File: src/rtl/counter_pkg.sv
// Shared constants and helpers for the parametrised up/down modulo counter.
package counter_pkg;

    localparam bit CNT_WRAP = 1'b0;
    localparam bit CNT_SAT  = 1'b1;

    // Limits a load value to the top of the count range.
    function automatic logic [31:0] cnt_clamp(input logic [31:0] val, input logic [31:0] modulus);
        return (val > (modulus - 32'd1)) ? (modulus - 32'd1) : val;
    endfunction

endpackage

File: src/rtl/counter_nbit_updown_if.sv
// Control and status bundle of the up/down modulo counter.
interface counter_nbit_updown_if #(
    parameter int unsigned WIDTH = 4
);
    logic             en;
    logic             up;
    logic             clear;
    logic             load;
    logic [WIDTH-1:0] load_val;
    logic             ovf_clr;
    logic [WIDTH-1:0] q;
    logic             tc;
    logic             ovf;

    modport master (
        output en, up, clear, load, load_val, ovf_clr,
        input  q, tc, ovf
    );

    modport slave (
        input  en, up, clear, load, load_val, ovf_clr,
        output q, tc, ovf
    );
endinterface

File: src/rtl/counter_prescaler.sv
// Enable divider: tick goes high on every PRESCALE-th enabled cycle.
module counter_prescaler #(
    parameter int unsigned PRESCALE = 2
) (
    input  logic clk,
    input  logic rst,
    input  logic en,
    input  logic sync_clr,
    output logic tick
);
    localparam int unsigned   CW   = (PRESCALE > 1) ? $clog2(PRESCALE) : 1;
    localparam logic [CW-1:0] LAST = CW'(PRESCALE - 1);

    logic [CW-1:0] cnt_q;
    logic [CW-1:0] cnt_d;

    assign tick = en && (cnt_q == LAST);

    always_comb begin
        cnt_d = cnt_q;
        if (sync_clr) begin
            cnt_d = '0;
        end else if (tick) begin
            cnt_d = '0;
        end else if (en) begin
            cnt_d = cnt_q + CW'(1);
        end
    end

    always_ff @(posedge clk or posedge rst) begin
        if (rst) begin
            cnt_q <= '0;
        end else begin
            cnt_q <= cnt_d;
        end
    end
endmodule

File: src/rtl/counter_nbit_updown.sv
// Up/down modulo counter with prescale, wrap/saturate bounds, terminal-count pulse
// and sticky overflow flag.
module counter_nbit_updown
    import counter_pkg::*;
#(
    parameter int unsigned WIDTH    = 4,
    parameter int unsigned MODULUS  = 16,
    parameter int unsigned PRESCALE = 1,
    parameter bit          SATURATE = CNT_WRAP
) (
    input logic                  clk,
    input logic                  rst,
    counter_nbit_updown_if.slave bus
);
    localparam logic [WIDTH-1:0] Q_MAX = WIDTH'(MODULUS - 1);

    logic [WIDTH-1:0] q_q, q_d;
    logic             tc_q, tc_d;
    logic             ovf_q, ovf_d;
    logic             tick;
    logic             bound;

    generate
        if (PRESCALE == 1) begin : g_no_prescale
            assign tick = bus.en;
        end else begin : g_prescale
            counter_prescaler #(
                .PRESCALE (PRESCALE)
            ) u_prescaler (
                .clk      (clk),
                .rst      (rst),
                .en       (bus.en),
                .sync_clr (bus.clear | bus.load),
                .tick     (tick)
            );
        end
    endgenerate

    // Bounds are compared explicitly so a non-power-of-2 modulus wraps exactly.
    always_comb begin
        q_d   = q_q;
        bound = 1'b0;
        if (bus.clear) begin
            q_d = '0;
        end else if (bus.load) begin
            q_d = WIDTH'(cnt_clamp(32'(bus.load_val), 32'(MODULUS)));
        end else if (tick) begin
            if (bus.up) begin
                if (q_q == Q_MAX) begin
                    bound = 1'b1;
                    q_d   = (SATURATE == CNT_SAT) ? q_q : '0;
                end else begin
                    q_d = q_q + WIDTH'(1);
                end
            end else begin
                if (q_q == '0) begin
                    bound = 1'b1;
                    q_d   = (SATURATE == CNT_SAT) ? q_q : Q_MAX;
                end else begin
                    q_d = q_q - WIDTH'(1);
                end
            end
        end
    end

    always_comb begin
        tc_d  = bound;
        ovf_d = ovf_q;
        if (bound) begin
            ovf_d = 1'b1;
        end else if (bus.ovf_clr) begin
            ovf_d = 1'b0;
        end
    end

    always_ff @(posedge clk or posedge rst) begin
        if (rst) begin
            q_q   <= '0;
            tc_q  <= 1'b0;
            ovf_q <= 1'b0;
        end else begin
            q_q   <= q_d;
            tc_q  <= tc_d;
            ovf_q <= ovf_d;
        end
    end

    assign bus.q   = q_q;
    assign bus.tc  = tc_q;
    assign bus.ovf = ovf_q;
endmodule
File: src/flat_wrapper.sv
// flat-port wrapper written by rule: the top's interface ports become plain ports
module counter_nbit_updown_flat import counter_pkg::*;
#(
    parameter int unsigned WIDTH    = 4,
    parameter int unsigned MODULUS  = 16,
    parameter int unsigned PRESCALE = 1,
    parameter bit          SATURATE = CNT_WRAP
)
  (clk, rst, bus_en, bus_up, bus_clear, bus_load, bus_load_val, bus_ovf_clr, bus_q, bus_tc, bus_ovf);
  counter_nbit_updown_if #(.WIDTH(WIDTH)) bus_i ();
  input logic clk;
  input logic rst;
  input wire logic [$bits(bus_i.en)-1:0] bus_en;
  input wire logic [$bits(bus_i.up)-1:0] bus_up;
  input wire logic [$bits(bus_i.clear)-1:0] bus_clear;
  input wire logic [$bits(bus_i.load)-1:0] bus_load;
  input wire logic [$bits(bus_i.load_val)-1:0] bus_load_val;
  input wire logic [$bits(bus_i.ovf_clr)-1:0] bus_ovf_clr;
  output wire logic [$bits(bus_i.q)-1:0] bus_q;
  output wire logic [$bits(bus_i.tc)-1:0] bus_tc;
  output wire logic [$bits(bus_i.ovf)-1:0] bus_ovf;
  assign bus_i.en = bus_en;
  assign bus_i.up = bus_up;
  assign bus_i.clear = bus_clear;
  assign bus_i.load = bus_load;
  assign bus_i.load_val = bus_load_val;
  assign bus_i.ovf_clr = bus_ovf_clr;
  assign bus_q = bus_i.q;
  assign bus_tc = bus_i.tc;
  assign bus_ovf = bus_i.ovf;
  counter_nbit_updown #(.WIDTH(WIDTH), .MODULUS(MODULUS), .PRESCALE(PRESCALE), .SATURATE(SATURATE)) u_core (.clk(clk), .rst(rst), .bus(bus_i));
endmodule
File: config.mk
export PLATFORM = sky130hd
export DESIGN_NAME = counter_nbit_updown_flat
export DESIGN_NICKNAME = d
export VERILOG_FILES = /design/src/rtl/counter_pkg.sv /design/src/rtl/counter_nbit_updown_if.sv /design/src/rtl/counter_prescaler.sv /design/src/rtl/counter_nbit_updown.sv /design/src/flat_wrapper.sv
export SDC_FILE = /design/constraint.sdc
export NUM_CORES = 1
export LEC_CHECK = 0
export BUFFER_PORTS_ARGS = -buffer_cell sky130_fd_sc_hd__buf_2
export CAP_MARGIN = 20
export CORE_AREA = 2 2 39 41
export CTS_BUF_LIST = sky130_fd_sc_hd__clkbuf_2
export CTS_CLUSTER_DIAMETER = 50
export DETAILED_ROUTE_END_ITERATION = 16
export DIE_AREA = 0 0 41 43
export GPL_TIMING_DRIVEN = 0
export PLACE_DENSITY = 0.69
export SYNTH_ARGS = -nofsm -noshare
export SYNTH_HDL_FRONTEND = slang
export SYNTH_SLANG_ARGS = --single-unit
File: constraint.sdc
create_clock -name clk -period 3.2 [get_ports clk]
set_clock_uncertainty 0.2 [all_clocks]
set_input_delay 0.16 -clock clk [delete_from_list [all_inputs] [get_ports clk]]
set_output_delay 0.16 -clock clk [all_outputs]
set_load 0.1 [all_outputs]
==> metrics.cfg, run 1 <==
[outcome]
status=finished, final reports clean

[pwr]
p_leak_nw=0.319
vdd_drop_max_uv=182
p_per_area_mw_per_mm2=381

[synthesis]
synth_area_leaders=dfrtp_1 32%, inv_1 7.2%, a21oi_1 5.4%
yosys-top-cells-count=9 x inv_1, 6 x dfrtp_1, 5 x a21oi_1, 5 x nand2_1, 4 x nor2_1
ys_warn_count=0
seq_area_frac_synth_pct=32.2
syn-cell-area_um2=467
synth_xor_area_share_pct=3.75
async_flop_share_pct=100
synth_compound_area_share_pct=21.2
syn_nets=67
synth-edff-count=0
synth_top_cell_by_area=dfrtp_1
synth_top_area_share_pct=32.2
synth.most_common_cell=inv_1
synthFlopType=dfrtp_1
synth_mux_area_share_pct=4.29
yosysUniqueCellTypes=26
avgSynthCellArea_um2=8.64
synthCells=54
ys_seq_elements=6
yosys.area_share.adder_pct=5.36
synth-simple-area-share_pct=19.6
synth_top_family_by_area=compound AO/OA/AOI/OAI gates

[timing]
fin_crit_sh_pct=60.0
tns_ns=0
min_period_ns=1.92
final_hold_viol_count=0
max_freq_ghz=0.521
slew_headroom_pct=67.3
rsz0062_at_grt=no
finalMaxSlewViolations=0
fin_ws_ns=1.28
setup_viol=0
worstMarginPinSlew_ns=0.493

[die]
ios=17
initial_core_util_pct=33.7
core-area_mm2=0.00138
die_w_um=41
die-area_mm2=0.00176
die_h_um=43
rows=14

[grt]
grt_pass1_wl_mm=1.73
grt_usage_pct=14.2
grt_max_degree=11
grt_pass1_vias=445
antenna_found_initial=0
grt-ovfl-total=0

[final_layout]
fill_cells=143
drive_gt1_share_pct=32.9
layout.nets=91
syn_to_final_growth_pct=32.2
antenna_cells=0

[critical_path]
crit_type=reg2reg
r2r_start=u_core.bus.q[0]
worstSetupEndpointType=flip-flop
rr_worst_depth=6
crit_required_ns=3.15
start_kind=flip-flop
r2r_setup_slack_ns=1.28
rr_endpoint=u_core.bus.q[0]
cp.arrival_ns=1.87
crit_fanout=8

[placement]
gp_congestion=0.716
dp_hpwl_um=750
io_buffer_count=15
place_ws_ns=1.31

[routing]
drc_errors=0
detail-route-antenna-nets=0
via_per_inst=4.87
drtPass1Iterations=2
drt-total-wl_mm=1.00
wl_per_cell_um=10.9
drtIter0Drc=6
vias=448

[cts]
cts_root_buf=clkbuf_2
clock-sinks=6
numCtsBuffers=3
post-cts-setup-buffers=0
htree_num_levels=1
clkTransAtPathRegs_ns=0.05
cts_buffer_depth=2
cts_tree=built
insertion_delay_ns=0.21
cts_resized=0
hold_buffers=4

[job]
drv_cap=0

[hold_path]
whs_path_depth=3
hp-class=in2reg
worstHoldEndpoint=u_core.bus.tc
hold_start=bus_en

## layer usage
layer	share of wire, %	global-route usage [%]	wire length (um)
met3	5.6	4.71	56
met4	0	6.00	0
met5	0	0	0
met1	43	16.5	432
met2	51	22.5	513
## placed cells by master, fill, tap and decap left out, types with 2 or more instances in the layout
cell type and n:
clkbuf_2 3, dfrtp_1 6, nand2_1 5, mux2i_1 2, nor3_1 2, inv_1 9
nor2_1 4, dlygate4sd3_1 4, xnor2_1 2, buf_2 16, a21oi_1 5, ha_1 2
## cell type report
type	instances	area (um2)	share of cell area, %
multi-input combinational	36	253	41.0
sequential	6	150	24.3
timing repair buffer	19	115	18.7
inverter	9	33.8	5.48
buffer	3	30.0	4.87
tap	16	20.0	3.25
clock buffer	3	15.0	2.43
## critical path, cell delays in order, from the launching register on
cell and delay [ns]:
dfrtp_1 0.45, inv_1 0.10, ha_1 0.20, or4b_4 0.48
a311oi_1 0.27, a21oi_1 0.07, nor2_1 0.08
## cells by family after synthesis
| family | count (synthesis) |
|---|---|
| xor gates and xnor gates | 2 |
| adders and majority gates | 2 |
| DFF | 6 |
| buffers and inverters | 12 |
| muxes | 2 |
| and+or+nand+nor | 16 |
| AOI/OAI and AO/OA | 14 |
## state kept, by name, summed over array words and instances, names as in the netlist
signal	count
u_core.bus.ovf	1
u_core.bus.q	4
u_core.bus.tc	1
## worst max path at each step
stage | from | endpoint | slack, ns | depth (start not counted)
final | u_core.bus.q[0] | u_core.bus.q[0] | 1.28 | 6
after detailed placement | u_core.bus.q[0] | u_core.bus.q[0] | 1.31 | 6
after global routing | u_core.bus.q[0] | u_core.bus.ovf | 1.17 | 6
after floorplan | u_core.bus.q[0] | u_core.bus.q[3] | 0.92 | 5
after global placement | u_core.bus.q[0] | u_core.bus.q[0] | 1.30 | 6
after CTS | u_core.bus.q[0] | u_core.bus.q[0] | 1.27 | 6
## report_power, final
group / internal, W / switching [W] / leakage (nW) / total [W]
combinational: 0.0000333 / 0.0000650 / 0.226 / 0.0000983
clock: 0.0000253 / 0.0000243 / 0.0125 / 0.0000496
sequential: 0.0000808 / 0.00000648 / 0.0796 / 0.0000873
total: 0.000140 / 0.0000957 / 0.319 / 0.000235
## stage by stage
stage	hold WS, ns	area [um2]	util [%]	total power [W]	std cells
detailed placement	-0.118	562	40.6	0.000183	85
global route	0.0662	617	44.6	0.000252	92
floorplan	-0.249	467	-	0.000163	54
CTS	0.0478	617	44.6	0.000240	92
global placement	-0.122	562	40.6	0.000182	85
finish	0.0713	617	44.6	0.000235	92
Power figures use the tool's default switching activity.
==> run 2, diff against run 1 <==
--- a/config.mk
+++ b/config.mk
@@ -5,6 +5,7 @@
 export SDC_FILE = /design/constraint.sdc
 export NUM_CORES = 1
 export LEC_CHECK = 0
+export ABC_AREA = 1
 export BUFFER_PORTS_ARGS = -buffer_cell sky130_fd_sc_hd__buf_2
 export CAP_MARGIN = 20
 export CORE_AREA = 2 2 39 41
==> constraint.sdc (replaced) <==
create_clock -name clk -period 1.65 [get_ports clk]
set_clock_uncertainty 0.2 [all_clocks]
set_input_delay 0.0825 -clock clk [delete_from_list [all_inputs] [get_ports clk]]
set_output_delay 0.0825 -clock clk [all_outputs]
set_load 0.1 [all_outputs]
==> run 2 against run 1 <==
Fmax rose by 21%. Power rose by 120%. Clock power rose by 150%. Sequential share of layout area fell by 1.5 points. Synthesized cell count rose by 24%. Critical endpoint is now u_core.bus.ovf. Global-route usage rose by 0.49 points. Register-to-register slack got worse by 1.2 ns. Die area did not move. Clock-buffer cell count rose by 1.
==> metrics.cfg, run 2 <==
[outcome]
status=finished, final reports clean

[synthesis]
syn_nets=80  ; +19%
synthFlopType=dfrtp_1
avgSynthCellArea_um2=6.63  ; -23%
synth-edff-count=0  ; unchanged
yosys-top-cells-count=19 x nand2_1, 13 x inv_1, 9 x nand3_1, 6 x dfrtp_1
synth_top_cell_by_area=dfrtp_1
yosysUniqueCellTypes=17  ; -35%
synth_top_area_share_pct=33.8  ; +1.6 points
syn-cell-area_um2=444  ; -4.8%
seq_area_frac_synth_pct=33.8  ; +1.6 points
ys_warn_count=0  ; unchanged
ys_seq_elements=6  ; unchanged
synth.most_common_cell=nand2_1
async_flop_share_pct=100  ; unchanged
synth_area_leaders=dfrtp_1 34%, nand2_1 16%, inv_1 11%
synthCells=67  ; +24%

[die]
rows=14  ; unchanged
die-area_mm2=0.00176  ; unchanged
die_h_um=43  ; unchanged
core-area_mm2=0.00138  ; unchanged
die_w_um=41  ; unchanged
ios=17  ; unchanged
initial_core_util_pct=32.1  ; -1.6 points

[critical_path]
crit_required_ns=1.59  ; -1.56 ns
start_kind=flip-flop
r2r_start=u_core.bus.q[0]
cp.arrival_ns=1.53  ; -0.34 ns
worstSetupEndpointType=flip-flop
crit_family=flip-flops
rr_endpoint=u_core.bus.ovf
r2r_setup_slack_ns=0.06  ; -1.22 ns
rr_worst_depth=7  ; +1
crit_type=reg2reg
crit_slowest_cell=dfrtp_4
cp_num_buf_inv=2  ; +1
crit_fanout=4  ; -4
cpPeakStageDelay_ns=0.51  ; +0.03 ns
path_cells=inv_4 -> ha_4 -> inv_2 -> nor3_4 -> nand2_2 -> a21oi_2 -> o21bai_1

[hold_path]
hold_start=bus_load_val[0]
whs_path_depth=5  ; +2
hp-class=in2reg
worstHoldEndpoint=u_core.bus.q[0]

[placement]
dpl_cell_area_um2=566  ; +0.67%
io_buffer_count=16  ; +1
dp_hpwl_um=819  ; +9.2%
gp_congestion=0.745  ; +4.0%
placed_cells=99  ; +16%

[final_layout]
layout.nets=111  ; +22%
final_area_um2=702  ; +14%
fin_cells=113  ; +23%
finish.utilization_pct=50.7  ; +6.1 points
drive_gt1_share_pct=38.1  ; +5.2 points
largest_register_ffs=4  ; unchanged
mostFrequentLayoutCells=18 x nand2_1, 16 x buf_2, 10 x inv_1
antenna_cells=0  ; unchanged
fill_cells=143  ; unchanged
syn_to_final_growth_pct=58.0
final_common_cell=nand2_1

[routing]
via_per_inst=4.62  ; -5.1%
drtIter0Drc=12  ; +6
wl_per_cell_um=10.5  ; -3.6%
detail-route-antenna-nets=0  ; unchanged
drt-total-wl_mm=1.19  ; +18%
drc_errors=0  ; unchanged
drtPass1Iterations=4  ; +2
vias=522  ; +17%

[timing]
final_hold_viol_count=0  ; unchanged
fin_crit_sh_pct=96.5  ; +37 points
slew_headroom_pct=67.9  ; +0.60 points
holdWs_ns=0.0180  ; -0.0533 ns
tns_ns=0  ; unchanged
max_freq_ghz=0.628  ; +21%
worstMarginPinSlew_ns=0.484  ; -0.00900 ns
min_period_ns=1.59  ; -0.327 ns
finalMaxSlewViolations=0  ; unchanged
setup_viol=0  ; unchanged
rsz0062_at_grt=yes

[grt]
grt_pass1_wl_mm=1.75  ; +1.2%
antenna_found_initial=0  ; unchanged
grt_pass1_vias=465  ; +4.5%
grt-ovfl-total=0  ; unchanged
grt_usage_pct=14.7  ; +0.49 points
grt_max_degree=8  ; -3

[cts]
clkTransAtPathRegs_ns=0.08  ; +0.03 ns
cts_root_buf=clkbuf_2
numCtsBuffers=3  ; unchanged
htree_num_levels=1  ; unchanged
insertion_delay_ns=0.24  ; +0.03 ns
clock-sinks=6  ; unchanged
cts_buffer_depth=2  ; unchanged
cts_tree=built

[pwr]
p_leak_nw=0.369  ; +16%
p_per_area_mw_per_mm2=749  ; +96%
vdd_drop_max_uv=405  ; +120%

[job]
drv_cap=0  ; unchanged

==> run 2: changes by cell type after synthesis, moves of 2 or more <==
| cell | previous run | this run |
|---|---|---|
| nand2_1 | 5 | 19 |
| nand3_1 | 0 | 9 |
| a21oi_1 | 5 | 1 |
| inv_1 | 9 | 13 |
| o21ai_1 | 0 | 3 |
| mux2i_1 | 2 | 0 |
| nor2_1 | 4 | 2 |
| o21ai_0 | 1 | 3 |
| xnor2_1 | 2 | 0 |
==> run 2: cell type report <==
class	instances	area [um2]	area share, %
Clock buffer	4	20.0	2.85
Timing Repair Buffer	26	173	24.6
Sequential cell	6	160	22.8
Tap cell	16	20.0	2.85
Inverter	13	53.8	7.66
Multi-Input combinational cell	48	275	39.2
==> run 2: cells by family after synthesis <==
family | Yosys count | share of synthesized area [%]
flip-flops | 6 | 33.8
buffers and inverters | 13 | 11.0
AO/OA/AOI/OAI | 10 | 13.0
adder cells (fa/ha/maj) | 2 | 5.63
AND/OR/NAND/NOR | 36 | 36.6
==> run 2: layer usage <==
metal | share of wire, % | track usage [%]
met4 | 1.0 | 8.67
met2 | 51 | 21.9
met3 | 4.4 | 5.76
met1 | 44 | 16.8
met5 | 0 | 0
==> run 2: worst min-delay path, delay by kind of cell <==
kind / cells / cell delay [ns]
AND/OR/NAND/NOR: 2 / 0.13
AO/OA/AOI/OAI: 2 / 0.13
buffers and inverters: 1 / 0.08
==> run 2: repair_timing <==
action,CTS,global route
setup buffers,1,2
gates resized for setup,0,5
pin swaps,1,2
endpoints found under the hold margin,12,0
hold buffers,7,0
cloned,0,0
setup endpoints to repair,1,3
==> run 2: where the power goes <==
group | internal (W) | switching [W] | total, W
Sequential | 0.000161 | 0.0000194 | 0.000181
Clock | 0.0000642 | 0.0000586 | 0.000123
Combinational | 0.0000724 | 0.000150 | 0.000223
==> run 2: per-stage QoR <==
step | total power [W] | worst slack (ns)
6_report | 0.000526 | 0.0578
5_1_grt | 0.000558 | -0.0149
4_1_cts | 0.000510 | 0.00803
3_5_place_dp | 0.000367 | 0.0460
3_3_place_gp | 0.000362 | 0.0818
2_1_floorplan | 0.000323 | -0.0140
==> run 2: how the worst max path moves through the flow <==
stage / start / cells after the start / end
2_1_floorplan: u_core.bus.q[0] / 8 / u_core.bus.q[0]
3_3_place_gp: u_core.bus.q[0] / 7 / u_core.bus.ovf
3_5_place_dp: u_core.bus.q[0] / 7 / u_core.bus.ovf
4_1_cts: u_core.bus.q[0] / 7 / u_core.bus.ovf
5_1_grt: u_core.bus.q[0] / 7 / u_core.bus.ovf
6_report: u_core.bus.q[0] / 7 / u_core.bus.ovf
==> run 3, diff against run 2 <==
--- a/config.mk
+++ b/config.mk
@@ -11,10 +11,13 @@
 export CORE_AREA = 2 2 39 41
 export CTS_BUF_LIST = sky130_fd_sc_hd__clkbuf_2
 export CTS_CLUSTER_DIAMETER = 50
+export CTS_CLUSTER_SIZE = 40
 export DETAILED_ROUTE_END_ITERATION = 16
 export DIE_AREA = 0 0 41 43
 export GPL_TIMING_DRIVEN = 0
 export PLACE_DENSITY = 0.69
+export RECOVER_POWER = 50
 export SYNTH_ARGS = -nofsm -noshare
 export SYNTH_HDL_FRONTEND = slang
 export SYNTH_SLANG_ARGS = --single-unit
+export TNS_END_PERCENT = 100
==> run 3 against run 2 <==
First-iteration DRC count stayed put. Hold slack lost 0.0033 ns. Clock-buffer cell count stayed put. Worst setup slack hardly changed. Clock power about the same. Critical path depth did not move. Power increased by 0.15%. Flip-flop and latch count unchanged. Combinational power barely moved. Largest power group unchanged.
==> metrics.cfg, run 3 (synthesis gave the netlist of run 2 again) <==
[pwr]
p_per_area_mw_per_mm2=750  ; +0.15%
vdd_drop_max_uv=406  ; about the same
p_leak_nw=0.368  ; -0.24%
total_power_w=0.000527  ; +0.15%

[timing]
holdWs_ns=0.0147  ; -0.00329 ns
final_hold_viol_count=0  ; unchanged
fin_crit_sh_pct=96.5  ; about the same
worstMarginPinSlew_ns=0.539  ; +0.0544 ns
rsz0062_at_grt=yes
min_period_ns=1.59  ; +0.000336 ns
finalMaxSlewViolations=0  ; unchanged
setup_viol=0  ; unchanged
slew_headroom_pct=64.2  ; -3.7 points
max_freq_ghz=0.628  ; about the same

[final_layout]
final_common_cell=nand2_1
layout.nets=111  ; unchanged
syn_to_final_growth_pct=58.0  ; unchanged
multi_input_area_um2=275  ; unchanged
fill_cells=143  ; unchanged
finish.utilization_pct=50.7  ; unchanged
mostFrequentLayoutCells=18 x nand2_1, 15 x buf_2, 10 x inv_1
largest_register_ffs=4  ; unchanged
antenna_cells=0  ; unchanged
drive_gt1_share_pct=38.1  ; unchanged
regArea_um2=160  ; unchanged

[die]
die_w_um=41  ; unchanged
core-area_mm2=0.00138  ; unchanged
die-area_mm2=0.00176  ; unchanged
die_h_um=43  ; unchanged
ios=17  ; unchanged
initial_core_util_pct=32.1  ; unchanged
rows=14  ; unchanged

[routing]
drt-total-wl_mm=1.18  ; -0.25%
drtPass1Iterations=4  ; unchanged
wl_per_cell_um=10.5  ; -0.25%
drtIter0Drc=12  ; unchanged
vias=524  ; +0.38%
detail-route-antenna-nets=0  ; unchanged
via_per_inst=4.64  ; +0.38%
drc_errors=0  ; unchanged

[critical_path]
crit_fanout=4  ; unchanged
start_kind=flip-flop
crit_type=reg2reg
crit_required_ns=1.59  ; about the same
path_cells=inv_4 -> ha_4 -> inv_2 -> nor3_4 -> nand2_2 -> a21oi_2 -> o21bai_1
crit_slowest_cell=dfrtp_4
cp.arrival_ns=1.53  ; about the same
worstSetupEndpointType=flip-flop
cpPeakStageDelay_ns=0.51  ; about the same
cp_num_buf_inv=2  ; unchanged
crit_family=flip-flops

[grt]
grt_max_degree=8  ; unchanged
grt_pass1_wl_mm=1.75  ; unchanged
grt-ovfl-total=0  ; unchanged
grt_pass1_vias=465  ; unchanged
grt_usage_pct=14.7  ; unchanged
antenna_found_initial=0  ; unchanged

[placement]
dp_hpwl_um=819  ; unchanged
io_buffer_count=16  ; unchanged
gp_congestion=0.745  ; unchanged

[cts]
htree_num_levels=1  ; unchanged
cts_buffer_depth=2  ; unchanged
insertion_delay_ns=0.24  ; about the same
numCtsBuffers=3  ; unchanged
clock-sinks=6  ; unchanged
cts_tree=built
cts_root_buf=clkbuf_2
clkTransAtPathRegs_ns=0.08  ; about the same

[outcome]
status=finished, final reports clean

[hold_path]
hp-class=in2reg

[job]
drv_cap=0  ; unchanged

[run 3: cell count changes in the layout (fill, tap and decap cells not counted)]
cell	previous run	this run
buf_2	16	15
clkbuf_2	4	5
[run 3: where the power goes]
part | internal [W] | switching (W) | total [W] | leakage (nW)
registers | 0.000161 | 0.0000195 | 0.000181 | 0.0742
logic | 0.0000722 | 0.000150 | 0.000222 | 0.278
clock network | 0.0000641 | 0.0000598 | 0.000124 | 0.0166
total | 0.000297 | 0.000229 | 0.000527 | 0.368
[run 3: final cells by class]
type,count,area share [%]
multi-input cells,48,39.2
inverters,13,7.66
well taps,16,2.85
flip-flops and latches,6,22.8
clock buffers,4,2.85
repair buffers,26,24.6
[run 3: per-stage QoR]
step           setup TNS [ns]  cells  area, um2  setup WS, ns
5_1_grt               -0.0149    113        702       -0.0149
2_1_floorplan         -0.0140     67        465       -0.0140
3_3_place_gp                0     99        566        0.0818
3_5_place_dp                0     99        566        0.0460
6_report                    0    113        702        0.0574
4_1_cts                     0    111        663       0.00803
[run 3: tightest hold or removal path: stages]
cell and delay (ns):
buf_2 0.08, nand3_1 0.06, nand2_1 0.07, o21ai_1 0.06, o21ai_1 0.07
[run 3: timing repair]
action,in CTS,in global routing
hold buffers,7,0
pin swaps,1,2
setup buffers,1,2
setup endpoints to repair,1,3
endpoints found under the hold margin,12,0
resized for setup,0,5
[run 3: worst paths after layout]
| check | from | end | slack, ns | cells after the start |
|---|---|---|---|---|
| setup reg to reg | u_core.bus.q[0] | u_core.bus.ovf | 0.06 | 7 |
| min in group asynchronous | rst | u_core.bus.q[0] | 0.08 | 3 |
| max in group asynchronous | rst | u_core.bus.q[3] | 0.94 | 3 |
| setup / recovery | u_core.bus.q[0] | u_core.bus.ovf | 0.06 | 7 |
| hold reg to reg | u_core.bus.ovf | u_core.bus.ovf | 0.33 | 2 |
| hold / removal | bus_load_val[0] | u_core.bus.q[0] | 0.01 | 5 |
[run 3: metal layers]
layer | track usage [%] | up-vias | wire length, um
li1 | - | 275 | -
met1 | 16.8 | 232 | 517
met2 | 21.9 | 15 | 606
met3 | 5.76 | 2 | 47
met4 | 8.67 | 0 | 12
met5 | 0 | - | 0
